`config.mk`:
```
export PLATFORM = sky130hd
export DESIGN_NAME = muldiv_unit
export DESIGN_NICKNAME = d
export VERILOG_FILES = /design/src/rtl/muldiv_unit.sv
export SDC_FILE = /design/constraint.sdc
export NUM_CORES = 1
export LEC_CHECK = 0
export ABC_CLOCK_PERIOD_IN_PS = 8050
export CAP_MARGIN = 20
export CORE_ASPECT_RATIO = 0.9
export CORE_UTILIZATION = 45
export CTS_BUF_LIST = sky130_fd_sc_hd__clkbuf_8
export CTS_CLUSTER_DIAMETER = 200
export DETAILED_ROUTE_END_ITERATION = 10
export SKIP_CTS_REPAIR_TIMING = 1
export SLEW_MARGIN = 40
export SYNTH_ARGS = -nofsm -noshare
export SYNTH_HDL_FRONTEND = slang
export SYNTH_SLANG_ARGS = --single-unit
```
`constraint.sdc`:
```
create_clock -name clk -period 8.05 [get_ports clk]
set_input_delay 2.415 -clock clk [delete_from_list [all_inputs] [get_ports clk]]
set_output_delay 2.415 -clock clk [all_outputs]
set_load 0.05 [all_outputs]
```
`src/rtl/muldiv_unit.sv`:
```
// Iterative RV32M multiply/divide unit: shift-add multiply, restoring divide,
// one iteration per cycle, with a one-cycle fast path for divide-by-zero and signed overflow.
module muldiv_unit #(
  parameter int XLEN = 32
) (
  input  logic            clk,
  input  logic            rst,
  input  logic            start,
  input  logic [2:0]      op,
  input  logic [XLEN-1:0] operand_a,
  input  logic [XLEN-1:0] operand_b,
  output logic            busy,
  output logic            done,
  output logic [XLEN-1:0] result,
  output logic            zero_flag,
  output logic            div_by_zero,
  output logic            overflow_flag
);

  localparam int              CW       = $clog2(XLEN);
  localparam logic [XLEN-1:0] ALL_ONES = '1;
  localparam logic [XLEN-1:0] MOST_NEG = {1'b1, {(XLEN-1){1'b0}}};

  typedef enum logic [1:0] {S_IDLE, S_CALC, S_DONE} state_e;

  state_e            state_q;
  logic [2:0]        op_q;
  logic [CW-1:0]     cnt_q;
  logic [2*XLEN-1:0] acc_q;
  logic [XLEN-1:0]   opnd_q;
  logic              neg_res_q, neg_rem_q;
  logic              busy_q, done_q, zero_q, dbz_q, ovf_q;
  logic [XLEN-1:0]   result_q;

  // Operand decode at acceptance: signedness, magnitudes and fast-path detection.
  logic            signed_a, signed_b, neg_a, neg_b, is_dbz, is_ovf;
  logic [XLEN-1:0] mag_a, mag_b, fast_res;

  always_comb begin
    signed_a = op[2] ? ~op[0] : (op[1:0] != 2'b11);
    signed_b = op[2] ? ~op[0] : ~op[1];
    neg_a    = signed_a & operand_a[XLEN-1];
    neg_b    = signed_b & operand_b[XLEN-1];
    mag_a    = neg_a ? -operand_a : operand_a;
    mag_b    = neg_b ? -operand_b : operand_b;
    is_dbz   = op[2] && (operand_b == '0);
    is_ovf   = op[2] && !op[0] && (operand_a == MOST_NEG) && (operand_b == ALL_ONES);
    fast_res = is_dbz ? (op[1] ? operand_a : ALL_ONES) : (op[1] ? '0 : operand_a);
  end

  // One iteration step; multiply keeps {hi, multiplier}, divide keeps {remainder, quotient}.
  logic [XLEN:0]     mul_sum, rem_sh, diff;
  logic              ge;
  logic [2*XLEN-1:0] acc_d, prod;
  logic [XLEN-1:0]   quo, rem, final_res;

  always_comb begin
    mul_sum = {1'b0, acc_q[2*XLEN-1:XLEN]} + (acc_q[0] ? {1'b0, opnd_q} : '0);
    rem_sh  = {acc_q[2*XLEN-1:XLEN], acc_q[XLEN-1]};
    diff    = rem_sh - {1'b0, opnd_q};
    ge      = ~diff[XLEN];
    if (op_q[2]) acc_d = {(ge ? diff[XLEN-1:0] : rem_sh[XLEN-1:0]), acc_q[XLEN-2:0], ge};
    else         acc_d = {mul_sum, acc_q[XLEN-1:1]};
    prod = neg_res_q ? -acc_d : acc_d;
    quo  = neg_res_q ? -acc_d[XLEN-1:0] : acc_d[XLEN-1:0];
    rem  = neg_rem_q ? -acc_d[2*XLEN-1:XLEN] : acc_d[2*XLEN-1:XLEN];
    case (op_q)
      3'b000:                final_res = prod[XLEN-1:0];
      3'b001, 3'b010, 3'b011: final_res = prod[2*XLEN-1:XLEN];
      3'b100, 3'b101:        final_res = quo;
      default:               final_res = rem;
    endcase
  end

  // NOTE: every register here uses <= so all of them sample pre-edge values,
  // independent of statement order inside this block.
  always_ff @(posedge clk) begin
    if (rst) begin
      state_q   <= S_IDLE;
      op_q      <= '0;
      cnt_q     <= '0;
      acc_q     <= '0;
      opnd_q    <= '0;
      neg_res_q <= 1'b0;
      neg_rem_q <= 1'b0;
      busy_q    <= 1'b0;
      done_q    <= 1'b0;
      result_q  <= '0;
      zero_q    <= 1'b0;
      dbz_q     <= 1'b0;
      ovf_q     <= 1'b0;
    end else begin
      case (state_q)
        S_CALC: begin
          acc_q <= acc_d;
          cnt_q <= cnt_q + 1'b1;
          if (cnt_q == CW'(XLEN-1)) begin
            state_q  <= S_DONE;
            busy_q   <= 1'b0;
            done_q   <= 1'b1;
            result_q <= final_res;
            zero_q   <= (final_res == '0);
            dbz_q    <= 1'b0;
            ovf_q    <= 1'b0;
          end
        end
        default: begin
          // IDLE and DONE both accept a new request; DONE falls back to IDLE otherwise.
          state_q <= S_IDLE;
          done_q  <= 1'b0;
          if (start) begin
            op_q      <= op;
            neg_res_q <= neg_a ^ neg_b;
            neg_rem_q <= neg_a;
            if (is_dbz || is_ovf) begin
              state_q  <= S_DONE;
              done_q   <= 1'b1;
              result_q <= fast_res;
              zero_q   <= (fast_res == '0);
              dbz_q    <= is_dbz;
              ovf_q    <= is_ovf;
            end else begin
              state_q <= S_CALC;
              busy_q  <= 1'b1;
              cnt_q   <= '0;
              acc_q   <= {{XLEN{1'b0}}, (op[2] ? mag_a : mag_b)};
              opnd_q  <= op[2] ? mag_b : mag_a;
            end
          end
        end
      endcase
    end
  end

  assign busy          = busy_q;
  assign done          = done_q;
  assign result        = result_q;
  assign zero_flag     = zero_q;
  assign div_by_zero   = dbz_q;
  assign overflow_flag = ovf_q;

endmodule

```
Word level (Yosys, flattened, before mapping)
Index checks and enable logic that the tools add are counted.
{ "word_totals": {"out_inout_bits": 37, "input_bits": 70, "word_cells": 108, "regBits": 145} }
{ "op_classes": {"reduce_logical": 19, "eq_ne": 12, "mux": 48, "bitwise_logic": 8, "addsub": 8} }
{ "op_table": {"columns": ["cell", "n"], "rows": [
  ["$mux 32", 15],
  ["$mux 64", 5],
  ["$neg 32->32", 4],
  ["$logic_not 32->1", 3],
  ["$pmux 32 s3", 1],
  ["$eq 32x32->1 const B", 2],
  ["$neg 64->64", 1],
  ["$add 32x32->33", 1],
  ["$sub 33x32->33", 1],
  ["$mux 1", 20],
  ["$mux 5", 3],
  ["$reduce_and 3->1", 3],
  ["$mux 2", 4],
  ["$eq 3x2->1 const B", 2],
  ["$eq 3x3->1 const B", 2],
  ["$add 5x1->5 const B", 1],
  ["$eq 5x5->1 const B", 1],
  ["$not 1->1", 5],
  ["$logic_and 1x1->1", 4],
  ["$ne 2x2->1 const B", 2],
  ["$reduce_and 2->1", 2],
  ["$reduce_bool 2->1", 2],
  ["$eq 3x1->1 const B", 1],
  ["$logic_not 3->1", 1],
  ["8 further kinds", 9]
]} }

Logic depth before layout (Yosys ltp)
Gate-level depths: netlist of run 1.
{ "depth": {"depth_word": 9, "ltp_mapped": 29, "ltp_nobuf": 25} }

Least setup slack after synthesis of run 1
OpenSTA, ideal clock, no wires.
{ "synth_timing": {"path_kind": "input to register", "start": "in operand_b[10]", "end": "reg zero_q (netlist: zero_flag)", "slack_ns": 1.862, "cell_stages": 15, "path_buffers": 0, "t_arrival_ns": 6.130, "required_ns": 7.991, "setup_ns": 0.059, "cell_sequence": "or4_1 -> or4_1 -> nor3_1 -> nand2_1 -> nor4_1 -> nor2_1 -> o21ai_1 -> o21a_1 -> nand4_1 -> nor4_1 -> nand4_1 -> nor4_1 -> nand4_1 -> nor4_1 -> a31o_1"} }
{ "synth_between": {"elab_chain_cells": 7, "word_cells_on_any_way": 12, "cone_classes": "eq/ne (1); mux (4); reduce/logical (7)"} }
{ "synth_lines": {"columns": ["element", "line_no", "rtl"], "rows": [
  ["from (decl)", "11", "input logic [XLEN-1:0] operand_b,"],
  ["$logic_not 32->1", "46", "is_dbz = op[2] && (operand_b == '0);"],
  ["$logic_and 1x1->1", "46", null],
  ["$mux 32", "48", "fast_res = is_dbz ? (op[1] ? operand_a : ALL_ONES) : (op[1] ? '0 : operand_a);"],
  ["$logic_not 32->1", "119", "zero_q <= (fast_res == '0);"],
  ["$mux 1", "115", "if (is_dbz || is_ovf) begin"],
  ["$mux 1", "111", "if (start) begin"],
  ["$mux 1", "93", "case (state_q)"],
  ["to (signal assigned)", "102", "zero_q <= (final_res == '0);"],
  ["to (signal assigned)", "119", null],
  ["to (decl)", "32", "logic busy_q, done_q, zero_q, dbz_q, ovf_q;"]
]} }
Several ways; a longest one is shown, not always the timed one. The select of a mux whose other input is x is not followed.
A chain may end at the register's enable or synchronous reset.

Final worst setup path of run 1
{ "layout_timing": {"start": "reg acc_q[31]", "end": "reg zero_q (netlist: zero_flag)"} }
{ "layout_between": {"elab_chain_cells": 9, "word_cells_on_any_way": 14, "cone_classes": "add/sub (4); mux (8); bitwise (1); reduce/logical (1)"} }
{ "layout_lines": {"columns": ["element", "line_no", "rtl"], "rows": [
  ["from (decl)", "29", "logic [2*XLEN-1:0] acc_q;"],
  ["from (signal assigned)", "126", "acc_q <= {{XLEN{1'b0}}, (op[2] ? mag_a : mag_b)};"],
  ["$sub 33x32->33", "60", "diff = rem_sh - {1'b0, opnd_q};"],
  ["$mux 32 / $not 1->1 (equally long branches)", "62, 61", null],
  ["$mux 64 *", "62", "if (op_q[2]) acc_d = {(ge ? diff[XLEN-1:0] : rem_sh[XLEN-1:0]), acc_q[XLEN-2:0], ge};"],
  ["$neg 64->64, or another cell as far along", "64", "prod = neg_res_q ? -acc_d : acc_d;"],
  ["$mux 64, or another cell as far along", "64", null],
  ["$pmux 32 s3 *", "67", "case (op_q)"],
  ["$logic_not 32->1 *", "102", null],
  ["$mux 1 *", "97", "if (cnt_q == CW'(XLEN-1)) begin"],
  ["$mux 1 *", "93", null]
]} }
Every way passes the cells marked *; elsewhere a longest branch is shown, timed or not. The select of a mux whose other input is x is not followed.

==> key figures, run 1 <==
Critical path
  • CP Data Arrival Time: 7.23 ns
  • Reg2reg path depth: 25
  • Crit end category: flop
  • Crit Path Class: reg2reg
  • Startpoint class of the critical path: flop
  • CP Max Fanout: 21
  • Required time worst endpoint: 8.52 ns

Timing
  • Fin. Hold Viols: 0
  • Fin crit period: between 6 and 7 ns
  • Crit share post-route: 84.0%
  • Layout Skew: 0.0291 ns
  • Setup violators final: 0
  • Worst relative slew slack: between 30% and 40%
  • Slew Viols, Final: 0
  • RSZ-0062 raised after global routing: false
  • Setup TNS Final: 0 ns
  • FMAX: 0.148 GHz
  • Actual slew at the worst max-slew pin: between 0.9 and 1 ns
  • WHS: between 0.4 and 0.5 ns

Floorplan
  • FP Rows: 66
  • Initial Util: 45.8%
  • I/O pin count: 107
  • Core area: 36200 um2
  • Total die area: about 38000 um2
  • Width of the die: 204 um
  • Die Y: 184 um

Clocking
  • CTS tree: yes
  • CTS buffer count: 17
  • Max clock buf depth: 2
  • Clock transition at path regs: 0.11 ns
  • Worst-Skew Late Latency: 0.52 ns
  • Sink Count: between 100 and 150
  • CTS HTree Levels: 4
  • CTS root buf: clkbuf_8

GRT
  • Total GRT Usage: 36.8%
  • First-pass GRT wire length: 104000 um
  • Pin count of the biggest net entering global routing: 89
  • Vias in the first global route: 16400
  • Initial antenna violation count: 1
  • Grt ovf: 0

Yosys
  • Async S/R FF share, synth: 0%
  • Cell area after synthesis: 16600 um2
  • Number of synthesized flops with an enable pin: 0
  • Share of the yosys chip area belonging to registers: 17.4%
  • Simple-gate share of the synthesized area: 27.0%
  • Cells after synthesis: 2397
  • Ys flop type: dfxtp_1
  • Synth warn: 0
  • Xor-xnor portion of the synthesized cell area: 8.94%
  • Mux contribution to synthesized area: 5.36%
  • Distinct cell type count after synthesis: 103
  • Largest family of logic cells by synthesized area: compound AO/OA/AOI/OAI gates
  • Register bit count reported by yosys: 144
  • Syn avg cell area: 6.90 um2
  • Adder-cell area share of the yosys netlist: 5.79%
  • Syn Nets: 2540
  • Compound-Gate Fraction of Synth Area: about 30%

Min path
  • Hold Path Class: reg2reg
  • Depth of the worst hold-timing path: 2

Power
  • Pleak: between 6 and 7 nW
  • Peak supply drop: 88.0 uV
  • Pwr Density: ~150 nW/um2

Route
  • Initial drt markers: ~2200
  • Antenna-violating nets left: 0
  • Vias: around 19000
  • WL final: 70200 um
  • Drt first pass iters: 7
  • DR vias/cell: 6.49
  • Per-cell routed wire length: 24.4 um
  • DR DRC count: 0

Finish
  • Layout area overhead: 10.1%
  • Storage cell area: slightly below 3000 um2
  • Fillers: between 3000 and 4000
  • Fraction of layout cells with a size suffix above 1: 5.96%
  • Final Cell Area: between 15000 and 20000 um2
  • Nets: 2529
  • Multi-input gate area: roughly 13000 um2
  • Ant. Diodes: 0

Placed design
  • Port buffer count: 106
  • DP Area: roughly 18000 um2
  • Dpl hpwl: 54500 um
  • RD Place Congestion: 1.01

Job
  • Max Cap Viol: 0

Run status
  • Status: complete, no violations
-- power breakdown --
part	total [W]	switching, W	internal [W]
Clock	0.000622	0.000355	0.000266
Sequential	0.000814	0.0000663	0.000748
Combinational	0.00121	0.000804	0.000408
-- cell usage after synthesis, types with 7 or more instances --
cell	number	area share, %
a211oi_1	129	5.9
a21o_1	23	1.0
a21oi_1	193	5.8
a221oi_1	7	0.37
a311oi_1	9	0.48
a31oi_1	30	1.1
and2_1	46	1.7
and3_1	20	0.76
buf_1	22	0.50
buf_2	12	0.36
clkbuf_1	124	2.8
dfxtp_1	144	17
ha_1	71	5.4
inv_1	62	1.4
mux2_2	25	1.7
mux2i_1	58	3.5
nand2_1	272	6.2
nand2b_1	18	0.68
nand3_1	54	1.6
nand4_1	33	1.2
nor2_1	311	7.1
nor2b_1	14	0.53
nor3_1	79	2.4
nor3b_1	7	0.32
nor4_1	21	0.79
o2111ai_1	7	0.37
o211ai_1	46	2.1
o21a_1	10	0.45
o21ai_0	129	3.9
o21ai_1	8	0.24
o21bai_1	9	0.41
o22ai_1	7	0.26
o31ai_1	37	1.7
o41ai_1	10	0.53
or2_2	11	0.42
or3_1	19	0.72
or4_1	13	0.59
xnor2_1	91	4.8
xor2_1	78	4.1
-- registers in the layout, indices dropped and copies added, names as in the netlist --
name / flops
acc_q: 64
busy: 1
cnt_q: 5
div_by_zero: 1
neg_rem_q: 1
neg_res_q: 1
op_q: 3
opnd_q: 32
overflow_flag: 1
result: 32
state_q: 2
zero_flag: 1
-- cells by family (layout without fill, tap and decap cells) --
logic type / after synthesis / in the layout
buf+inv: 228 / 230
compound gates: 745 / 745
fa+ha+maj: 76 / 76
flops: 144 / 144
xor+xnor: 169 / 169
simple gates: 950 / 950
mux: 85 / 85
-- cell type report --
class | instances | area share [%]
clock buffers | 19 | 1.43
clock inverters | 13 | 0.686
inverters | 64 | 1.32
multi-input cells | 2025 | 70.3
flip-flops and latches | 144 | 15.8
well taps | 476 | 3.27
repair buffers | 134 | 7.16
-- routing by layer --
layer,global-route usage [%],up-vias,part of all wire [%]
li1,-,8782,-
met1,51.5,8837,44
met2,56.2,925,43
met3,5.23,121,8.5
met4,15.3,2,4.1
met5,0,-,0.013
-- path summary, 6_finish.rpt --
check,slack [ns],startpoint,end
min,0.46,result[12],result[12]
max,1.29,acc_q[31],zero_flag
max reg2reg,1.29,acc_q[31],zero_flag
min reg2reg,0.46,result[12],result[12]
-- through the flow --
step | setup WS [ns] | std cells | power, W | util, %
finish | 1.29 | 2875 | 0.00265 | 50.4
global route | 0.819 | 2875 | 0.00276 | 50.4
CTS | 1.52 | 2873 | 0.00262 | 50.3
detailed placement | 1.01 | 2841 | 0.00200 | 49.2
global placement | 1.18 | 2841 | 0.00200 | 49.1
floorplan | 1.86 | 2397 | 0.00161 | -
-- cell usage in the layout, fill, tap and decap left out, types with 17 or more instances in the layout --
cell type	instances
nor2_1	310
nand2_1	271
a21oi_1	193
dfxtp_1	142
a211oi_1	129
o21ai_0	127
clkdlybuf4s50_1	104
xnor2_1	91
nor3_1	79
xor2_1	78
ha_1	71
inv_1	63
mux2i_1	58
nand3_1	53
and2_1	46
o211ai_1	46
o31ai_1	37
nand4_1	33
a31oi_1	30
mux2_2	25
buf_4	25
a21o_1	23
and3_1	20
nor4_1	20
or3_1	19
clkbuf_8	19
nand2b_1	17
-- critical path, stage by stage, from the launching register on --
cell	delay, ns
dfxtp_1	0.42
inv_1	0.13
ha_1	0.25
inv_1	0.07
fa_1	0.24
a211oi_2	0.12
o211ai_1	0.49
and4_1	0.31
o2111ai_1	0.26
o211a_4	0.35
a21oi_1	0.23
ha_1	0.25
o2111ai_1	0.20
nor2_1	0.20
and3_1	0.27
nand3_1	0.12
inv_1	0.17
and2_1	0.22
nand4_2	0.30
o41ai_2	0.36
nand2b_1	0.16
o31ai_1	0.08
a2111o_1	0.44
or4_1	0.52
nor4_1	0.34
a31o_1	0.20
Note: power is estimated with default switching activity, not from simulation.
==> inputs of run 2 (changes only) <==
Settings changed: ABC_CLOCK_PERIOD_IN_PS 8050 to 5600, PLACE_DENSITY set to 0.66.
Clock period 8.05 ns to 5.6 ns, I/O delays scaled along.
==> run 2 against run 1 <==
Net effect:
- combinational power is 74% higher
- routed wire length is 10% higher
- final cell count is 7.2% higher
- critical path depth is 4 lower
- hold slack better by 0.0023 ns
- critical path type unchanged
==> key figures, run 2 (synthesis results as in run 1) <==
Critical path
  • Crit end category: flop
  • CP Max Fanout: 19
  • CP Data Arrival Time: 5.96 ns
  • Slowest stage delay, CP: 0.69 ns
  • Required time worst endpoint: 6.08 ns
  • CP top delay family: compound AO/OA/AOI/OAI gates
  • Crit Path Class: reg2reg
  • Critical-path cell list: inv_2, ha_4, inv_1, fa_2, a211oi_2, o211ai_1, buf_4, nand4_1, a21boi_2, o211ai_2, buf_4, nor2_1, a21oi_1, a21oi_2, or4_1, o41ai_1, xnor2_1, a32o_1, nand4_1, nor4_2, a31o_1
  • WP buf/inv: 4
  • CP max-delay cell: or4_1
  • Startpoint class of the critical path: flop

Floorplan
  • FP Rows: 66
  • Total die area: 37600 um2
  • I/O pin count: ~110
  • Width of the die: ~200 um
  • Initial Util: 45.8%
  • Core area: ~36000 um2
  • Die Y: between 150 and 200 um

Timing
  • Setup TNS Final: 0 ns
  • Actual slew at the worst max-slew pin: 0.901 ns
  • Slew Viols, Final: 0
  • Fin. Hold Viols: 0
  • Layout Skew: about 0.035 ns
  • Crit share post-route: between 90% and 100%
  • Fin crit period: 5.49 ns
  • FMAX: 0.182 GHz
  • Worst relative slew slack: between 30% and 40%
  • Setup violators final: 0

Power
  • Gate power share: 49.8%
  • Peak supply drop: 177 uV
  • Part of the power in registers: 26.9%
  • Pleak: 7.77 nW
  • Switching part of the total: between 40% and 50%
  • Psw: 0.00194 W
  • Clock power frac: 23.3%
  • Internal: 0.00231 W
  • Pwr Density: 212 nW/um2

Clocking
  • CTS root buf: clkbuf_8
  • CTS HTree Levels: 4
  • Max clock buf depth: 2
  • Sink Count: 144
  • CTS buffer count: 17
  • CTS tree: yes
  • Clock transition at path regs: 0.11 ns
  • Worst-Skew Late Latency: 0.54 ns

Finish
  • Fraction of layout cells with a size suffix above 1: 14.7%
  • Layout area overhead: 21.1%
  • Fillers: 3610
  • Commonest non-fill, non-tap cell in the layout: nor2_1
  • Core Util, Final: 55.4%
  • Non-filler cells, final: 3081
  • Max reg flops: 64
  • Nets: 2734
  • Commonest non-fill, non-tap cells in the layout: nor2_1, nand2_1, buf_4
  • Top reg by flops: acc_q

GRT
  • First-pass GRT wire length: 114000 um
  • Grt ovf: 0
  • Pin count of the biggest net entering global routing: between 80 and 90
  • Vias in the first global route: between 15000 and 20000
  • Initial antenna violation count: 1
  • Total GRT Usage: 40.6%

Route
  • DR DRC count: 0
  • DR vias/cell: 6.49
  • Vias: about 20000
  • WL final: 77500 um
  • Per-cell routed wire length: between 20 and 30 um
  • Initial drt markers: roughly 2800
  • Drt first pass iters: 6
  • Antenna-violating nets left: 0

Placed design
  • Placed Cells: 3040
  • RD Place Congestion: 1.02
  • Dpl hpwl: 61400 um
  • Port buffer count: between 100 and 150

Run status
  • Status: complete, no violations

Min path
  • Hold Path Class: reg2reg

Job
  • Max Cap Viol: 0
run 2: changes by cell type in the layout (fill, tap and decap cells not counted), moves of 5 or more:
cell | previous run | this run
buf_4 | 25 | 227
dfxtp_1 | 142 | 136
dfxtp_2 | 1 | 7
o21ai_0 | 127 | 121
ha_1 | 71 | 66
ha_4 | 0 | 5
nor4_1 | 20 | 15
o21ai_1 | 9 | 14
run 2: final timing paths:
| path | startpoint | end | slack, ns | cells past startpoint |
|---|---|---|---|---|
| setup reg to reg | acc_q[31] | zero_flag | 0.11 | 21 |
| hold / removal | result[13] | result[13] | 0.46 | 2 |
| setup / recovery | acc_q[31] | zero_flag | 0.11 | 21 |
| hold reg to reg | result[13] | result[13] | 0.46 | 2 |
run 2: routing by layer:
layer	GRT usage, %	vias up	share of wire (%)	wire (um)
met5	0	-	0	0
met4	12.1	0	2.9	2230
met2	57.3	1175	41	31400
met3	8.86	121	12	9040
met1	60.2	9523	45	34800
li1	-	9171	-	-
run 2: power groups by stage:
| stage | logic, W | clock network, W | registers, W |
|---|---|---|---|
| floorplan | 0.00118 | 0 | 0.00114 |
| global placement | 0.00198 | 0 | 0.00116 |
| detailed placement | 0.00198 | 0 | 0.00116 |
| CTS | 0.00199 | 0.000984 | 0.00114 |
| global route | 0.00223 | 0.00102 | 0.00115 |
| finish | 0.00211 | 0.000988 | 0.00114 |
run 2: tightest hold or removal path, stage by stage (launching register included):
cell	delay [ns]
dfxtp_1	0.32
nand2_1	0.05
a21oi_1	0.05
run 2: cell type report:
type / count / area (um2) / area share, %
multi-input combinational: 2025 / 13000 / 65.0
sequential: 144 / 2900 / 14.4
timing repair buffer: 339 / 2860 / 14.3
tap: 476 / 596 / 2.97
clock buffer: 18 / 248 / 1.24
inverter: 64 / 240 / 1.20
clock inverter: 13 / 178 / 0.886
antenna: 2 / 5.00 / 0.0250
run 2: stage by stage:
step | hold slack [ns] | power, W | area, um2 | worst slack (ns)
2_1_floorplan | 0.435 | 0.00232 | 16600 | -0.205
4_1_cts | 0.461 | 0.00412 | 19800 | -0.0799
3_5_place_dp | 0.448 | 0.00314 | 19400 | -0.260
5_1_grt | 0.484 | 0.00439 | 20000 | -0.0381
6_report | 0.458 | 0.00425 | 20000 | 0.112
3_3_place_gp | 0.442 | 0.00314 | 19300 | 0.0480
